$ cat src/rtl/ps2_key_pkg.sv
// ps2_key_pkg: shared types and scan-code constants for the PS/2-to-MC10 key matrix
package ps2_key_pkg;
  localparam int IDX_W = 4;
  localparam logic [7:0] SC_E0 = 8'hE0;
  localparam logic [7:0] SC_F0 = 8'hF0;
  localparam logic [7:0] SC_E1 = 8'hE1;
  localparam logic [7:0] SC_LSHIFT = 8'h12;
  localparam logic [7:0] SC_RSHIFT = 8'h59;
  localparam logic [7:0] SC_CTRL = 8'h14;
  localparam logic [7:0] SC_ALT = 8'h11;
  localparam logic [7:0] SC_CAPS = 8'h58;
  typedef enum logic [2:0] {ST_IDLE, ST_EXT, ST_BRK, ST_EXT_BRK, ST_SKIP} state_t;
  typedef enum logic [1:0] {PASS, FORCE0, FORCE1} shift_mode_t;
  typedef struct packed {
    logic valid;
    logic [7:0] code;
    logic ext;
    logic [IDX_W-1:0] row;
    logic [IDX_W-1:0] col;
    shift_mode_t mode;
    logic ctrl_force;
  } slot_t;
  function automatic logic is_filler(input logic [7:0] c);
    return c inside {8'hAA, 8'hFA, 8'hEE, 8'hFE, 8'h00};
  endfunction
endpackage

$ cat src/rtl/ps2_key_matrix_scan_lookup.sv
// scan_lookup: PS/2 set-2 code to MC10 matrix position (index = col*8 + row)
module scan_lookup
  import ps2_key_pkg::*;
(
  input  logic [7:0] code,
  input  logic ext,
  input  logic shift_phys,
  output logic hit,
  output logic [IDX_W-1:0] row,
  output logic [IDX_W-1:0] col,
  output shift_mode_t mode,
  output logic ctrl_force
);
  logic [5:0] idx;
  shift_mode_t dig_mode;
  assign dig_mode = shift_phys ? FORCE1 : FORCE0;
  assign row = IDX_W'(idx[2:0]);
  assign col = IDX_W'(idx[5:3]);
  always_comb begin
    hit = 1'b1;
    idx = '0;
    mode = PASS;
    ctrl_force = 1'b0;
    if (ext)
      case (code)
        8'h75: begin idx = 6'd23; ctrl_force = 1'b1; end
        8'h6B: begin idx = 6'd1; ctrl_force = 1'b1; end
        8'h72: begin idx = 6'd26; ctrl_force = 1'b1; end
        8'h74: begin idx = 6'd19; ctrl_force = 1'b1; end
        8'h5A: idx = 6'd30;
        8'h4A: idx = 6'd47;
        default: hit = 1'b0;
      endcase
    else
      case (code)
        8'h1C: idx = 6'd1;
        8'h32: idx = 6'd2;
        8'h21: idx = 6'd3;
        8'h23: idx = 6'd4;
        8'h24: idx = 6'd5;
        8'h2B: idx = 6'd6;
        8'h34: idx = 6'd7;
        8'h33: idx = 6'd8;
        8'h43: idx = 6'd9;
        8'h3B: idx = 6'd10;
        8'h42: idx = 6'd11;
        8'h4B: idx = 6'd12;
        8'h3A: idx = 6'd13;
        8'h31: idx = 6'd14;
        8'h44: idx = 6'd15;
        8'h4D: idx = 6'd16;
        8'h15: idx = 6'd17;
        8'h2D: idx = 6'd18;
        8'h1B: idx = 6'd19;
        8'h2C: idx = 6'd20;
        8'h3C: idx = 6'd21;
        8'h2A: idx = 6'd22;
        8'h1D: idx = 6'd23;
        8'h22: idx = 6'd24;
        8'h35: idx = 6'd25;
        8'h1A: idx = 6'd26;
        8'h5A: idx = 6'd30;
        8'h29: idx = 6'd31;
        8'h66: begin idx = 6'd1; ctrl_force = 1'b1; end
        8'h45: begin idx = 6'd32; mode = dig_mode; end
        8'h16: begin idx = 6'd33; mode = dig_mode; end
        8'h1E: begin idx = shift_phys ? 6'd0 : 6'd34; mode = FORCE0; end
        8'h26: begin idx = 6'd35; mode = dig_mode; end
        8'h25: begin idx = 6'd36; mode = dig_mode; end
        8'h2E: begin idx = 6'd37; mode = dig_mode; end
        8'h36: begin idx = 6'd38; mode = dig_mode; end
        8'h3D: begin idx = 6'd39; mode = dig_mode; end
        8'h3E: begin idx = 6'd40; mode = dig_mode; end
        8'h46: begin idx = 6'd41; mode = dig_mode; end
        8'h4C: begin idx = shift_phys ? 6'd42 : 6'd43; mode = FORCE0; end
        8'h41: idx = 6'd44;
        8'h4E: idx = 6'd45;
        8'h49: idx = 6'd46;
        8'h4A: idx = 6'd47;
        default: hit = 1'b0;
      endcase
  end
endmodule

$ cat src/rtl/ps2_key_matrix.sv
// ps2_key_matrix: PS/2 scan-code stream to MC10 active-low keyboard matrix with rollover
module ps2_key_matrix
  import ps2_key_pkg::*;
#(
  parameter int ROWS = 8,
  parameter int COLS = 8,
  parameter int SLOTS = 4
) (
  input  logic clk,
  input  logic reset_n,
  input  logic [7:0] scan_code,
  input  logic scan_valid,
  input  logic flush,
  input  logic [COLS-1:0] col_sel_n,
  output logic [ROWS-1:0] row_n,
  output logic shift_n,
  output logic control_n,
  output logic caps_led,
  output logic overflow
);
  state_t state, state_nx;
  logic [2:0] skip_cnt, skip_nx;
  logic make_ev, brk_ev, ev_ext, clr, is_mod;
  logic lshift, rshift, lctrl, rctrl, lalt, ralt, caps_lock, caps_held;
  logic shift_phys, caps_eff, shift, ctrl_any;
  logic lk_hit, lk_cf;
  logic [IDX_W-1:0] lk_row, lk_col;
  shift_mode_t lk_mode;
  slot_t slots [SLOTS];
  slot_t new_slot;
  logic [SLOTS-1:0] free_vec, free_oh, match;
  assign clr = !reset_n || flush;
  assign shift_phys = lshift | rshift;
  assign caps_eff = shift_phys ^ caps_lock;
  assign is_mod = scan_code inside {SC_LSHIFT, SC_RSHIFT, SC_CTRL, SC_ALT} || (!ev_ext && scan_code == SC_CAPS);
  assign new_slot = '{1'b1, scan_code, ev_ext, lk_row, lk_col, lk_mode, lk_cf};
  assign free_oh = free_vec & (~free_vec + SLOTS'(1));
  assign shift_n = ~shift;
  assign control_n = ~(lctrl | rctrl | lalt | ralt | ctrl_any);
  assign caps_led = caps_lock;
  scan_lookup u_lookup (
    .code(scan_code),
    .ext(ev_ext),
    .shift_phys(shift_phys),
    .hit(lk_hit),
    .row(lk_row),
    .col(lk_col),
    .mode(lk_mode),
    .ctrl_force(lk_cf)
  );
  always_ff @(posedge clk) begin
    if (clr) begin
      state <= ST_IDLE;
      skip_cnt <= '0;
    end else begin
      state <= state_nx;
      skip_cnt <= skip_nx;
    end
  end
  always_comb begin
    state_nx = state;
    skip_nx = skip_cnt;
    make_ev = 1'b0;
    brk_ev = 1'b0;
    ev_ext = 1'b0;
    if (scan_valid)
      case (state)
        ST_IDLE:
          if (scan_code == SC_E0) state_nx = ST_EXT;
          else if (scan_code == SC_F0) state_nx = ST_BRK;
          else if (scan_code == SC_E1) begin
            state_nx = ST_SKIP;
            skip_nx = 3'd7;
          end else make_ev = !is_filler(scan_code);
        ST_EXT: begin
          ev_ext = 1'b1;
          if (scan_code == SC_F0) state_nx = ST_EXT_BRK;
          else if (scan_code != SC_E0 && scan_code != SC_E1) begin
            make_ev = 1'b1;
            state_nx = ST_IDLE;
          end
        end
        ST_BRK: begin
          brk_ev = 1'b1;
          state_nx = ST_IDLE;
        end
        ST_EXT_BRK: begin
          brk_ev = 1'b1;
          ev_ext = 1'b1;
          state_nx = ST_IDLE;
        end
        ST_SKIP: begin
          skip_nx = skip_cnt - 3'd1;
          state_nx = skip_cnt == 3'd1 ? ST_IDLE : ST_SKIP;
        end
        default: state_nx = ST_IDLE;
      endcase
  end
  always_comb begin
    free_vec = '0;
    match = '0;
    for (int i = 0; i < SLOTS; i++) begin
      free_vec[i] = !slots[i].valid;
      match[i] = slots[i].valid && slots[i].code == scan_code && slots[i].ext == ev_ext;
    end
  end
  always_ff @(posedge clk) begin
    if (clr) begin
      {lshift, rshift, lctrl, rctrl, lalt, ralt, caps_held, overflow} <= '0;
      for (int i = 0; i < SLOTS; i++) slots[i] <= '0;
      if (!reset_n) caps_lock <= 1'b0;
    end else begin
      if ((make_ev || brk_ev) && !ev_ext) begin
        if (scan_code == SC_LSHIFT) lshift <= make_ev;
        if (scan_code == SC_RSHIFT) rshift <= make_ev;
        if (scan_code == SC_CTRL) lctrl <= make_ev;
        if (scan_code == SC_ALT) lalt <= make_ev;
        if (scan_code == SC_CAPS) begin
          caps_held <= make_ev;
          if (make_ev && !caps_held) caps_lock <= ~caps_lock;
        end
      end
      if ((make_ev || brk_ev) && ev_ext) begin
        if (scan_code == SC_CTRL) rctrl <= make_ev;
        if (scan_code == SC_ALT) ralt <= make_ev;
      end
      if (make_ev && !is_mod && lk_hit && match == '0) begin
        if (free_vec == '0) overflow <= 1'b1;
        for (int i = 0; i < SLOTS; i++)
          if (free_oh[i]) slots[i] <= new_slot;
      end
      if (brk_ev && !is_mod)
        for (int i = 0; i < SLOTS; i++)
          if (match[i]) slots[i].valid <= 1'b0;
    end
  end
  // lowest-index slot with a forcing mode wins, hence the descending scan
  always_comb begin
    shift = caps_eff;
    ctrl_any = 1'b0;
    for (int i = SLOTS - 1; i >= 0; i--) begin
      if (slots[i].valid && slots[i].mode != PASS) shift = slots[i].mode == FORCE1;
      ctrl_any = ctrl_any | (slots[i].valid & slots[i].ctrl_force);
    end
  end
  always_comb begin
    row_n = '1;
    for (int r = 0; r < ROWS; r++)
      for (int c = 0; c < COLS; c++)
        for (int i = 0; i < SLOTS; i++)
          if (slots[i].valid && slots[i].row == IDX_W'(r) && slots[i].col == IDX_W'(c) && !col_sel_n[c])
            row_n[r] = 1'b0;
  end
endmodule

$ cat config.mk
export PLATFORM = sky130hd
export DESIGN_NAME = ps2_key_matrix
export DESIGN_NICKNAME = d
export VERILOG_FILES = /design/src/rtl/ps2_key_pkg.sv /design/src/rtl/ps2_key_matrix_scan_lookup.sv /design/src/rtl/ps2_key_matrix.sv
export SDC_FILE = /design/constraint.sdc
export NUM_CORES = 1
export LEC_CHECK = 0
export ABC_CLOCK_PERIOD_IN_PS = 6450
export CAP_MARGIN = 15
export CORE_MARGIN = 1.5
export CORE_UTILIZATION = 25
export DETAILED_ROUTE_END_ITERATION = 8
export GPL_ROUTABILITY_DRIVEN = 0
export PLACE_DENSITY = 0.47
export RECOVER_POWER = 25
export SLEW_MARGIN = 20
export SYNTH_ARGS = -nofsm -noshare
export SYNTH_HDL_FRONTEND = slang
export SYNTH_SLANG_ARGS = --single-unit
$ cat constraint.sdc
create_clock -name clk -period 6.45 [get_ports clk]
set_clock_uncertainty 0.2 [all_clocks]
set_input_delay 1.935 -clock clk [delete_from_list [all_inputs] [get_ports clk]]
set_output_delay 1.935 -clock clk [all_outputs]
set_load 0.01 [all_outputs]
## After elaboration in Yosys (flattened, before gate mapping)

Memories as Yosys holds them, arrays and structs flattened.
Index checks and enable logic that the tools add are counted.

| cells by class | value |
|---|---|
| equality and inequality tests | 141 |
| bitwise operators | 26 |
| divide/modulo/power cells | 0 |
| shift-type cells | 0 |
| multiply operators | 0 |
| reduce and logical (&&, ||, !) cells | 626 |
| muxes and demuxes | 343 |
| magnitude comparators | 0 |
| add/subtract/negate cells | 2 |

Operators with widths:

| operator | number |
|---|---|
| $logic_and 1x1->1 | 565 |
| $mux 1 | 320 |
| $pmux 6 s43 | 1 |
| $eq 8x6->1 const B | 23 |
| $eq 8x7->1 const B | 20 |
| $eq 4x3->1 const B | 32 |
| $eq 8x5->1 const B | 10 |
| $mux 19 | 4 |
| $eq 4x2->1 const B | 16 |
| $eq 8x8->1 const B | 7 |
| $reduce_or 44->1 | 1 |
| $logic_not 4->1 | 10 |
| $pmux 6 s6 | 1 |
| $eq 4x1->1 const B | 8 |
| $eq 8x8->1 | 4 |
| $mux 3 | 9 |
| $logic_not 1->1 | 17 |
| $ne 8x8->1 const B | 2 |
| $or 1x1->1 | 16 |
| $reduce_and 2->1 | 8 |
| $reduce_bool 2->1 | 8 |
| $mux 6 | 2 |
| $pmux 3 s3 | 1 |
| $reduce_or 9->1 | 1 |
| other kinds (30) | 52 |

| storage, ports and cells | value |
|---|---|
| latch bits | 0 |
| word-level logic and storage cells | 1150 |
| register bits | 15 |
| bits of input ports | 20 |
| bits in read-only memories | 0 |
| output and inout port bits | 12 |
| bits in writable memories | 76 |
| memories | 1 |

Memories:

| name | words | bits a word | rd ports | clocked after Yosys merged registers in | wr ports | RTL line | RTL |
|---|---|---|---|---|---|---|---|
| slots | 4 | 19 | 4 | 0 | 4 | ps2_key_matrix.sv:29 | `slot_t slots [SLOTS];` |

## Depth between registers and ports, before layout

An unclocked memory read counts as a cell.

| depth | value |
|---|---|
| word-level depth | 37 |
| gate-level depth with buffers | 11 |
| depth with buffers taken out | 7 |

## Modules after synthesis

From an unflattened synthesis, not the netlist that was laid out.

| second synthesis, totals | value |
|---|---|
| cell total of the unflattened synthesis | 906 |
| area total of the unflattened synthesis | 8269.2 µm² |

By module, submodules not included:

| module | seq. area each (µm²) | area each (µm²) | cells an instance | instances |
|---|---|---|---|---|
| ps2_key_matrix | 2802.7 | 6970.4 | 721 | 1 |
| scan_lookup | 0.0 | 1298.7 | 185 | 1 |

## Worst setup path before layout

Ideal clock, no wire load.

| timing | value |
|---|---|
| path type | in2reg |
| start point | input port scan_code[3] |
| end point | memory slots[1][0] in the netlist's numbering, enable pin |
| arrival | 4986 ps |
| stages on the path | 9 |
| slack | 846 ps |
| path buffers | 2 |
| data required time | 5832 ps |
| library setup time | 418 ps |
| cells stage by stage | buf_2 > or4bb_1 > a2111oi_4 > nor4_1 > nor4_2 > and3_2 > nand2_4 > buf_2 > o21ai_0 |

RTL lines:

| element | RTL line | RTL |
|---|---|---|
| from (decl) | ps2_key_matrix.sv:11 | `input logic [7:0] scan_code,` |
| to (decl) | ps2_key_matrix.sv:29 |  |

==> impl_results.rst <==
.. list-table::
   :header-rows: 1

   * - Metric
     - Value
   * - Unrepaired setup endpoints after global routing
     - no
   * - Leading registers by flop count
     - slots x76, skip_cnt x3, state x3
   * - Primary flip-flop cell chosen by synthesis mapping
     - sky130_fd_sc_hd__edfxtp_1
   * - Startpoint class of the critical path
     - input port
   * - Detail Placement HPWL
     - 21200 µm
   * - Number of vias per cell
     - 5.85
   * - Worst setup EP type
     - register
   * - Upper clock frequency limit
     - 170 MHz
   * - Final-stage net count
     - 920
   * - Post-cts gate resize count
     - 0
   * - Count of max-cap constraint violations
     - 0
   * - Status
     - finished, final reports clean
   * - Register with the most flip-flops
     - slots
   * - Total count of hold-check failures in the final report
     - 0
   * - CTS tree
     - done
   * - Proportion of layout cells with a drive suffix above 1
     - 0.0919
   * - Arrival time at the worst endpoint
     - 5.81 ns
   * - Worst-case vdd ir drop
     - 0.0973 mV
   * - Detail Route Antenna Nets
     - 0
   * - Critical path peak fanout
     - 19
   * - Overall track demand over capacity in global routing
     - 0.176
   * - Post-Syn Area per Cell
     - 8.43 µm²
   * - Type of the tightest min-delay check
     - reg2reg
   * - Worst R2R Setup Slack
     - 2.88 ns
   * - Beginning of the worst register-to-register path
     - state[2]
   * - Final slew viol count
     - 0
   * - Post-Route WL
     - 27600 µm
   * - Diodes inserted
     - 0
   * - Static leakage
     - 2.43 nW
   * - Total Die Area
     - 0.0311 mm²
   * - Total placed cells including tap cells
     - 1277
   * - Detailed-route via count
     - 7568
   * - Via count of the first global-routing pass
     - 7230
   * - Register area share after synthesis
     - 0.341
   * - Period utilisation layout
     - 0.910
   * - Gr ovfl total
     - 0
   * - Transition time at the pin with the least slew margin
     - 1.19 ns
   * - FFs w/ async S/R, synth
     - 0
   * - Growth of design area from synthesis to finish
     - 13.3%
   * - Synth Cell Area
     - 0.00752 mm²
   * - Cts bufs inserted
     - 9
   * - Clock latency at the later pin of the worst-skew pair
     - 0.34 ns
   * - Timing startpoint of the critical path
     - scan_code[2]
   * - Initial Util
     - 0.254
   * - Total negative slack for setup checks
     - 0 ns
   * - Logic depth of the worst register-to-register path
     - 8
   * - Core region area
     - 0.0296 mm²
   * - Routed len/inst
     - 21.3 µm
   * - Wire length of the first global-routing pass
     - 42800 µm
   * - Die X
     - 176 µm
   * - Capture point of the worst reg-to-reg path
     - slots[0][17]
   * - Count of endpoints failing setup in the final report
     - 0
   * - Clock Tree Buf Depth
     - 2
   * - Final cell count without fillers
     - 1293
   * - Synthesized flop and latch total
     - 91
   * - Total of warnings raised by yosys
     - 0
   * - Commonest cells after routing, fill and taps aside
     - 88 x sky130_fd_sc_hd__o22ai_1, 81 x sky130_fd_sc_hd__nand2_1, 74 x sky130_fd_sc_hd__edfxtp_1
   * - Pwr Density
     - 166 mW/mm²
   * - Total power of the final layout
     - 1.41 mW
   * - Number of standard-cell rows in the floorplan
     - 63
   * - Clock root buffer
     - sky130_fd_sc_hd__clkbuf_16
   * - CP Data Required Time
     - 6.39 ns
   * - Detailed Routing Iterations Pass 1
     - 7
   * - CTS hold repair buffers
     - 0
   * - CTS H-tree depth
     - 3
   * - Antenna violations before repair
     - 0
   * - Relative slew margins
     - 0.207
   * - 1st-iter DRT viols
     - 1151
   * - Instance count of the mapped netlist
     - 892
   * - DRC violations left
     - 0
   * - Largest net degree at the start of global routing
     - 35
   * - Number of flip-flops in the largest register
     - 76
   * - Clock period minus worst slack
     - 5.87 ns
   * - Port bufs
     - 31
   * - Number of distinct library cell variants in the gate-level netlist after synthesis
     - 73
   * - Vertical die dimension
     - 176 µm
   * - Clock-pin slew on the worst setup and hold paths
     - 0.06 ns
   * - Count of boundary I/O pins
     - 32
   * - Clk sinks
     - 91
   * - Capturing instance or port of the critical path
     - slots[1][17]
   * - Number of enable-type register cells in the synthesized netlist
     - 74
   * - Class of the most critical setup path
     - in2reg
   * - Post-CTS setup buffers
     - 0
   * - Most common cell after layout, fill and taps aside
     - sky130_fd_sc_hd__o22ai_1
worst max-delay path, stage by stage:
cell and delay (ns):
sky130_fd_sc_hd__dlygate4sd3_1 0.86, sky130_fd_sc_hd__clkbuf_1 0.44, sky130_fd_sc_hd__nor2_1 0.23, sky130_fd_sc_hd__nand3_1 0.23
sky130_fd_sc_hd__o311ai_0 0.17, sky130_fd_sc_hd__nor3_1 0.46, sky130_fd_sc_hd__and3_1 0.31, sky130_fd_sc_hd__nand4_1 0.67
sky130_fd_sc_hd__a21boi_0 0.48
metrics by stage:
step | setup slack (ns) | area (µm²) | hold slack, ns | util
detailed placement | 0.641 | 8310 | 0.265 | 0.281
floorplan | 0.846 | 7520 | 0.238 | -
global route | 0.354 | 8520 | 0.295 | 0.288
global placement | 0.648 | 8310 | 0.262 | 0.281
finish | 0.581 | 8520 | 0.269 | 0.288
CTS | 0.637 | 8610 | 0.276 | 0.290
how the worst min path moves through the flow:
stage	from	to	cells past startpoint
floorplan	ralt	ralt	2
global placement	overflow	overflow	2
detailed placement	overflow	overflow	2
CTS	rctrl	rctrl	2
global route	rctrl	rctrl	2
finish	overflow	overflow	2
synthesized netlist by cell type (all sizes together), types with 3 or more instances:
cell type | instances | share of area
a2111oi | 4 | 0.0072
a211oi | 12 | 0.012
a21boi | 3 | 0.0030
a21oi | 42 | 0.028
a221oi | 55 | 0.064
a22oi | 7 | 0.0070
a311oi | 3 | 0.0035
a31oi | 3 | 0.0025
and2 | 11 | 0.0092
and3 | 11 | 0.0093
and3b | 5 | 0.0058
buf | 37 | 0.026
clkbuf | 43 | 0.022
dfxtp | 17 | 0.045
edfxtp | 74 | 0.30
inv | 13 | 0.0065
mux2i | 4 | 0.0053
nand2 | 83 | 0.042
nand2b | 15 | 0.012
nand3 | 43 | 0.029
nand3b | 9 | 0.0090
nand4 | 15 | 0.015
nor2 | 64 | 0.032
nor2b | 17 | 0.014
nor3 | 29 | 0.019
nor3b | 8 | 0.0080
nor4 | 34 | 0.043
nor4b | 7 | 0.0098
nor4bb | 4 | 0.0053
o211ai | 4 | 0.0040
o21a | 3 | 0.0030
o21ai | 33 | 0.022
o21bai | 3 | 0.0030
o22ai | 88 | 0.073
o311ai | 5 | 0.0058
o31ai | 7 | 0.0090
or2 | 3 | 0.0025
or3 | 4 | 0.0033
xnor2 | 39 | 0.045
power breakdown:
part / internal, mW / switching (mW)
clock network: 0.298 / 0.223
registers: 0.657 / 0.0219
logic: 0.0751 / 0.136
total: 1.03 / 0.382
cell families (layout without fill, tap and decap cells):
group	after synthesis	in the layout	synth area share
AOI/OAI and AO/OA	288	288	0.266
buffers and inverters	94	104	0.0546
adders and majority gates	2	2	0.00333
DFF	91	91	0.341
xor gates and xnor gates	41	41	0.0477
other	1	2	0.000499
and+or+nand+nor	371	371	0.282
muxes	4	4	0.00532
area by class of cell:
class / instances / area, µm²
clock buffer: 9 / 225
sequential: 91 / 2560
fill: 3254 / 21100
multi-input combinational: 708 / 4500
inverter: 14 / 52.6
timing repair buffer: 74 / 634
clock inverter: 7 / 66.3
tap: 390 / 488
metal layers:
layer | GRT usage | vias to the layer above | routed length (µm)
met3 | 0.0228 | 105 | 1700
met2 | 0.297 | 405 | 13000
li1 | - | 3518 | -
met4 | 0.0734 | 0 | 1200
met1 | 0.227 | 3540 | 11700
met5 | 0 | - | 0
Power figures use the tool's default switching activity.
==> RTL change (same settings) <==
Put a register stage on the outputs `shift_n` and `control_n`, without a reset. The values now appear one clock later. The other outputs are not delayed to match.
--- a/src/rtl/ps2_key_matrix.sv
+++ b/src/rtl/ps2_key_matrix.sv
@@ -35,8 +35,10 @@
   assign is_mod = scan_code inside {SC_LSHIFT, SC_RSHIFT, SC_CTRL, SC_ALT} || (!ev_ext && scan_code == SC_CAPS);
   assign new_slot = '{1'b1, scan_code, ev_ext, lk_row, lk_col, lk_mode, lk_cf};
   assign free_oh = free_vec & (~free_vec + SLOTS'(1));
-  assign shift_n = ~shift;
-  assign control_n = ~(lctrl | rctrl | lalt | ralt | ctrl_any);
+  always_ff @(posedge clk) begin
+    shift_n   <= ~shift;
+    control_n <= ~(lctrl | rctrl | lalt | ralt | ctrl_any);
+  end
   assign caps_led = caps_lock;
   scan_lookup u_lookup (
     .code(scan_code),
Function: changed (Yosys sat finds a counterexample within 4 cycles, from zero or initial values).
==> RTL change against the unedited design <==
  * Maximum frequency is 0.17% lower
  * Worst setup slack worse by 0.010 ns
  * Count of clock-buffer cells in the layout stayed put
  * Synthesized cell count is 0.90% higher
  * Sequential cell count is 2 higher
  * Total power is 1.4% higher
  * Wire length is 0.39% higher
  * Design area is 1.3% higher
  * Final cell count is 2.1% higher
  * Area after synthesis is 1.2% lower
  * Sequential share of layout area is 0.089 points higher
  * Largest cell class unchanged
  * Highest routed layer unchanged
==> RTL change: results (changes against the unedited design) <==
The wire length of the first global-routing pass is 42,970 um (+0.31%). The critical path data arrival time came out at 3.74 ns (-2.07 ns). The launching instance or port of the critical path is col_sel_n[0]. The stage delay of the slowest cell on the critical path is 0.66 ns (-0.20 ns). The fraction of final layout cells sized beyond drive strength 1 is 10.15% (+0.96 points). The maximum net fanout on the critical path came out at 8 (-11). The number of instances in the synthesized netlist came out at 900 (+0.90%). The total routing resource utilization after global routing came out at 17.79% (+0.15 points).

The depth of the most critical reg-to-reg path is 10 (+2). For hold timing, the worst endpoint is shift_n. The endpoint identified for the worst register-to-register timing path is slots[0][15]. The post-synthesis mux area share was 0.6734% (+0.14 points).

The number of standard cells in the final layout excluding fillers is 1,320 (+2.1%). The run finished with clean final reports. The wire length on met1 came to 11,570 um (-1.4%). The number of global-route vias before repair came out at 7,535 (+4.2%). The fraction of the cycle the final worst path needs came out at 91.15% (+0.15 points). The transition time of the tightest slew-check pin came out at 1.144 ns (-0.04286 ns). The number of violations reported at the end of detailed-routing iteration 0 is 977 (-15%). The worst setup slack for register-to-register paths came out at 2.59 ns (-0.29 ns).

The post-layout net count came out at 953 (+3.6%). The startpoint identified for the worst hold timing path is slots[0][1]. The detailed-router iteration count before antenna repair came out at 6 (-1). The number of library cell types mapped by synthesis came out at 71 (-2.7%).

The fill cell instance count of the final layout was 3,146 (-3.3%). The part of the Yosys area used for sequential elements is 35.02% (+0.95 points). The power density relative to cell area came to 165.8 nW/um^2 (+0.13%).

By count the netlist is led by 108 x nor2_1, 88 x nand2_1, 79 x o22ai_1, 74 x edfxtp_1, 61 x a221oi_1. The worst hold slack came to 0.2564 ns (-0.01219 ns). The average wire per standard cell came to 20.99 um (-1.7%). The xor/xnor share of the synthesized area came to 4.832% (+0.057 points). The adder-cell share of the synthesized area is 0.3367% (+0.0040 points). The worst-case setup slack after placement came out at 0.5524 ns (-0.08864 ns). The worst setup path endpoint is row_n[7]. The wire length on met2 is 13,200 um (+1.8%).
[RTL change: changes by cell type in the layout (fill, tap and decap cells not counted), sizes merged, moves of 9 or more]
| cell | unedited run | this run |
|---|---|---|
| o21ai | 33 | 53 |
| o22ai | 88 | 79 |
| a21oi | 42 | 26 |
| nor4 | 34 | 12 |
| nand3 | 43 | 34 |
| or2 | 3 | 13 |
| nor2 | 64 | 108 |
[RTL change: metal layers]
layer  global-route usage (%)  up-vias
met2                    30.90      428
met3                    2.792       67
li1                         -     3542
met5                        0        -
met4                    6.802        0
met1                    22.07     3590
[RTL change: cell families after synthesis]
kind of cell | count (synthesis)
other cells | 1
fa+ha+maj | 2
simple gates | 406
xor+xnor | 41
buf+inv | 79
compound gates | 273
flops | 93
mux | 5
[RTL change: power groups by stage]
stage / combinational [W] / clock [W] / sequential [W]
after floorplan: 0.000134 / 0 / 0.000693
after global placement: 0.000209 / 0 / 0.000705
after detailed placement: 0.000207 / 0 / 0.000705
after CTS: 0.000207 / 0.000544 / 0.000692
after global routing: 0.000223 / 0.000562 / 0.000695
final: 0.000207 / 0.000532 / 0.000693
[RTL change: tightest hold or removal path: stages (launching register included)]
cell      delay [ns]
edfxtp_1        0.32
nand2_1         0.04
o21ai_0         0.06
[RTL change: final cells by class]
cell class	instances	share of cell area (%)
Clock buffer	9	2.609
Sequential cell	93	30.15
Timing Repair Buffer	85	8.132
Inverter	13	0.5653
Clock inverter	7	0.8407
Multi-Input combinational cell	729	52.14
Tap cell	384	5.566
